<file path="src/rtl/imem_uart_loader.sv">
// Boot loader: receives a length-prefixed image over UART (8N1), writes it into
// instruction memory word by word, then releases the core from reset.
module imem_uart_loader #(
   parameter int CLKS_PER_BIT = 868,
   parameter int ADDR_WIDTH   = 10
) (
   input  logic        clk,
   input  logic        resetn,
   input  logic        uart_rx,
   output logic        imem_we,
   output logic [31:0] imem_addr,
   output logic [31:0] imem_wdata,
   output logic        cpu_resetn,
   output logic        load_done,
   output logic        frame_err
);
   localparam int HALF = CLKS_PER_BIT / 2;
   localparam int CAP  = 1 << ADDR_WIDTH;
   localparam int CW   = $clog2(CLKS_PER_BIT);

   typedef enum logic [1:0] {RX_IDLE, RX_START, RX_DATA, RX_STOP} rx_state_t;
   typedef enum logic [2:0] {LEN_LO, LEN_HI, DATA, DONE, ERROR} ld_state_t;

   rx_state_t             rx_state, rx_next;
   ld_state_t             ld_state, ld_next;
   logic                  rx_meta, rx_sync;
   logic [CW-1:0]         clk_cnt;
   logic [2:0]            bit_idx;
   logic [7:0]            rx_byte;
   logic                  byte_valid, stop_err;
   logic                  bit_end, last_word;
   logic [7:0]            len_lo;
   logic [15:0]           len, len_in;
   logic [31:0]           word;
   logic [1:0]            byte_cnt;
   logic [ADDR_WIDTH:0]   word_idx;

   always_ff @(posedge clk or negedge resetn) begin
      if (!resetn) begin
         rx_meta <= 1'b1;
         rx_sync <= 1'b1;
      end else begin
         rx_meta <= uart_rx;
         rx_sync <= rx_meta;
      end
   end

   assign bit_end = (clk_cnt == CW'(CLKS_PER_BIT - 1));

   always_ff @(posedge clk or negedge resetn) begin
      if (!resetn) rx_state <= RX_IDLE;
      else         rx_state <= rx_next;
   end

   // Start bit is re-checked mid-bit so a short low glitch never opens a frame
   always_comb begin
      rx_next = rx_state;
      case (rx_state)
         RX_IDLE:  if (!rx_sync) rx_next = RX_START;
         RX_START: if (clk_cnt == CW'(HALF - 1)) rx_next = rx_sync ? RX_IDLE : RX_DATA;
         RX_DATA:  if (bit_end && bit_idx == 3'd7) rx_next = RX_STOP;
         RX_STOP:  if (bit_end) rx_next = RX_IDLE;
         default:  rx_next = RX_IDLE;
      endcase
   end

   always_ff @(posedge clk or negedge resetn) begin
      if (!resetn) begin
         clk_cnt    <= '0;
         bit_idx    <= '0;
         rx_byte    <= '0;
         byte_valid <= 1'b0;
         stop_err   <= 1'b0;
      end else begin
         byte_valid <= 1'b0;
         stop_err   <= 1'b0;
         if (rx_state == RX_IDLE || rx_next != rx_state || bit_end)
            clk_cnt <= '0;
         else
            clk_cnt <= clk_cnt + 1'b1;
         if (rx_state == RX_IDLE)
            bit_idx <= '0;
         if (rx_state == RX_DATA && bit_end) begin
            rx_byte <= {rx_sync, rx_byte[7:1]};
            bit_idx <= bit_idx + 3'd1;
         end
         if (rx_state == RX_STOP && bit_end) begin
            byte_valid <= rx_sync;
            stop_err   <= !rx_sync;
         end
      end
   end

   assign len_in    = {rx_byte, len_lo};
   assign last_word = (32'(word_idx) + 32'd1 == 32'(len));

   always_ff @(posedge clk or negedge resetn) begin
      if (!resetn) ld_state <= LEN_LO;
      else         ld_state <= ld_next;
   end

   // Framing errors only matter while an image is still expected
   always_comb begin
      ld_next = ld_state;
      case (ld_state)
         LEN_LO: if (byte_valid) ld_next = LEN_HI;
         LEN_HI: if (byte_valid) begin
            if (len_in == 16'd0)          ld_next = DONE;
            else if (32'(len_in) > CAP)   ld_next = ERROR;
            else                          ld_next = DATA;
         end
         DATA:    if (imem_we && last_word) ld_next = DONE;
         default: ld_next = ld_state;
      endcase
      if (stop_err && (ld_state == LEN_LO || ld_state == LEN_HI || ld_state == DATA))
         ld_next = ERROR;
   end

   always_ff @(posedge clk or negedge resetn) begin
      if (!resetn) begin
         len_lo     <= '0;
         len        <= '0;
         word       <= '0;
         byte_cnt   <= '0;
         word_idx   <= '0;
         imem_we    <= 1'b0;
         imem_addr  <= '0;
         imem_wdata <= '0;
         load_done  <= 1'b0;
         cpu_resetn <= 1'b0;
         frame_err  <= 1'b0;
      end else begin
         imem_we    <= 1'b0;
         load_done  <= (ld_next == DONE);
         cpu_resetn <= (ld_next == DONE);
         frame_err  <= frame_err | (ld_next == ERROR);
         if (ld_state == LEN_LO && byte_valid) len_lo <= rx_byte;
         if (ld_state == LEN_HI && byte_valid) len <= len_in;
         if (ld_state == DATA && byte_valid) begin
            word     <= {rx_byte, word[31:8]};
            byte_cnt <= byte_cnt + 2'd1;
            if (byte_cnt == 2'd3) begin
               imem_we    <= 1'b1;
               imem_wdata <= {rx_byte, word[31:8]};
               imem_addr  <= {{(30 - ADDR_WIDTH){1'b0}}, word_idx[ADDR_WIDTH-1:0], 2'b00};
            end
         end
         if (imem_we) word_idx <= word_idx + 1'b1;
      end
   end
endmodule

</file>
<file path="config.mk">
export PLATFORM = sky130hd
export DESIGN_NAME = imem_uart_loader
export DESIGN_NICKNAME = d
export VERILOG_FILES = /design/src/rtl/imem_uart_loader.sv
export SDC_FILE = /design/constraint.sdc
export NUM_CORES = 1
export LEC_CHECK = 0
export ABC_AREA = 1
export BUFFER_PORTS_ARGS = -buffer_cell sky130_fd_sc_hd__buf_2
export CELL_PAD_IN_SITES_DETAIL_PLACEMENT = 1
export CELL_PAD_IN_SITES_GLOBAL_PLACEMENT = 1
export CORE_MARGIN = 5
export CORE_UTILIZATION = 40
export DETAILED_ROUTE_END_ITERATION = 10
export GPL_TIMING_DRIVEN = 1
export PLACE_DENSITY = 0.84
export SYNTH_ARGS = -nofsm -noshare
export SYNTH_HDL_FRONTEND = slang
export SYNTH_SLANG_ARGS = --single-unit
</file>
<file path="constraint.sdc">
create_clock -name clk -period 1.7 [get_ports clk]
set_input_delay 0.085 -clock clk [delete_from_list [all_inputs] [get_ports clk]]
set_output_delay 0.085 -clock clk [all_outputs]
set_load 0.03 [all_outputs]
</file>
==> impl_metrics.json <==
{
  "core_area_um2": 15100,
  "path_common_cell": "nand2_1",
  "rsz0062_at_grt": "yes",
  "multiInputGateArea_um2": 2360,
  "cp.required_ps": 2010,
  "timing.final.crit_share": 1.04,
  "final_util": 0.498,
  "p_switching_uw": 1590,
  "cts_buffers": 17,
  "grt_pass1_wl_um": 28000,
  "die_h_um": 134,
  "first_pass_iters": 4,
  "power_frac_clock": 0.527,
  "grt-ovfl-total": 0,
  "synth_flop_cell": "dfrtp_1",
  "seq_area_um2": 3410,
  "cts_root_buffer": "clkbuf_16",
  "cts_sinks": 136,
  "p_leak_uw": 0.00372,
  "switching_share": 0.222,
  "cap_violations": 0,
  "port_buffers": 48,
  "grt_usage": 0.196,
  "power_density_nw_per_um2": 950,
  "yosysUniqueCellTypes": 37,
  "start_kind": "flop",
  "grt_pass1_vias": 5516,
  "place_hpwl_um": 10900,
  "setup-violations-final": 2,
  "final_cells": 1005,
  "slowest_stage": "dfrtp_2",
  "gp_congestion": 0.817,
  "synth.cells.most_frequent": "nand2_1, dfrtp_1, o21ai_0, inv_1, nor2_1",
  "critPathMaxFanout": 5,
  "hold_path.class": "in -> async",
  "yosysMostFrequentCell": "nand2_1",
  "max_clock_freq_mhz": 567,
  "skew_ps": 7.80,
  "worst-path-buf-inv": 0,
  "via_per_inst": 5.02,
  "detail_route.wl_per_cell_um": 16.7,
  "grt_max_degree": 50,
  "max_stage_delay_ps": 410,
  "fin_crit_ps": 1770,
  "cts_tree": "built",
  "syn_inst": 717,
  "drt_iter0_drc": 237,
  "crit_family": "simple AND/OR/NAND/NOR gates",
  "synth.avg_cell_area_um2": 8.55,
  "endpoint_kind": "flop",
  "initial_core_util": 0.405,
  "p_seq_frac": 0.453,
  "clk_pin_slew_worst_paths_ps": 60,
  "finalNetCount": 813,
  "violations": "negative setup slack",
  "synth.top_cell.area_share": 0.547,
  "crit_type": "reg -> reg",
  "wl_um": 16800,
  "diodes": 0,
  "ys_seq_area_frac": 0.556,
  "rows": 45,
  "synth_area_leaders": "dfrtp_1, nand2_1, o21ai_0, inv_1, buf_4",
  "insertion_delay_ps": 420,
  "ant_nets": 0,
  "drive_above_1_share": 0.219,
  "cts-htree-levels": 4,
  "syn2layout_area_growth_pct": 23.0,
  "die_w_um": 134,
  "antenna_found_initial": 0,
  "pre_cts_slack_ps": -176,
  "cp.arrival_ps": 2080,
  "synth_top_cell_by_area": "dfrtp_1",
  "ys_ff_latch": 136,
  "power.internal_uw": 5570,
  "synth_edf_count": 0,
  "nFillCells": 1832,
  "status": "finished with violations",
  "hold_violations": 0,
  "dieArea_um2": 17900,
  "ys_warn_count": 0,
  "cts_max_path_buffers": 2,
  "placedCellCount": 960,
  "drv_slew": 0,
  "netlist_area_um2": 6130,
  "combPwrFrac": 0.021,
  "vias": 5048,
  "fin_ws_ps": -65.2,
  "path_cells": "ha_4 > nand3_4 > nor2_4 > nand2_1 > nand2_1 > nand2_1 > nand2_1 > nand2_1 > nor2_2 > nand3_2 > nand2_2 > nand2_4 > nand2_1 > nand2_1",
  "drc_errors": 0,
  "synth-async-reset-ratio": 1.00,
  "ios": 71,
  "ir_drop_mv": 0.683
}
[logic make-up after synthesis]
family / share of synthesized area
compound gates: 0.0961
xor+xnor: 0.00572
simple gates: 0.233
fa+ha+maj: 0.0122
other cells: 0.000612
flops: 0.556
buf+inv: 0.0947
mux: 0.00184
[power by group through the flow]
stage	combinational (uW)	sequential, uW	clock [uW]
global route	167	3240	4010
global placement	147	3300	0
detailed placement	149	3300	0
CTS	153	3240	3840
finish	149	3240	3770
floorplan	103	3300	0
[final timing paths]
kind / startpoint / cells after the start / slack, ps / endpoint
min reg2reg: rx_meta$_DFF_PN1_ / 0 / 360 / rx_sync$_DFF_PN1_
min in group clk: uart_rx / 2 / 320 / rx_meta$_DFF_PN1_
max reg2reg: word_idx[0]$_DFFE_PN0P_ / 14 / -70 / frame_err$_DFF_PN0_
min: resetn / 2 / 160 / imem_addr[3]$_DFFE_PN0P_
max in group asynchronous: resetn / 3 / 920 / rx_meta$_DFF_PN1_
max: word_idx[0]$_DFFE_PN0P_ / 14 / -70 / frame_err$_DFF_PN0_
[state kept, by name (all words and copies together), names as in the netlist, 8 cells and up]
register,count
len,16
imem_addr,10
word_idx,11
imem_wdata,32
word,24
rx_byte,8
len_lo,8
clk_cnt,10
[through the flow]
stage,setup TNS [ps],total power (uW),hold WS [ps],area (um^2)
global placement,-21.1,3450,37.6,6690
CTS,-163,7230,161,7420
detailed placement,-1020,3450,41.2,6690
floorplan,0,3410,-211,6210
global route,-979,7420,192,7540
finish,-82.4,7170,159,7540
[per-layer routing]
metal / routed length [um] / track usage
met5: 0 / 0
met4: 316 / 0.0634
met3: 618 / 0.0461
met2: 8870 / 0.348
met1: 7010 / 0.233
[layout by cell type, fill, tap and decap left out, types with 17 or more instances in the layout]
cell type    n
buf_4       31
nand2_1    210
nor2_1      31
o21ai_0     95
buf_2       47
nand3_1     29
conb_1      22
clkbuf_16   17
inv_1       76
dfrtp_1    131
[what timing repair did]
item | in CTS | in global routing
hold endpoints to repair | 107 | 0
cloned | 1 | 0
hold buffers | 2 | 0
resized for setup | 17 | 22
pin swaps | 11 | 16
setup buffers | 4 | 6
endpoints found under the setup margin | 15 | 24
[cell type report]
type	instances	area share
repair buffers	88	0.0802
flip-flops and latches	136	0.452
clock inverters	14	0.0227
multi-input cells	474	0.313
clock buffers	18	0.0569
inverters	87	0.0436
well taps	188	0.0312
(Power assumes the default switching activity.)
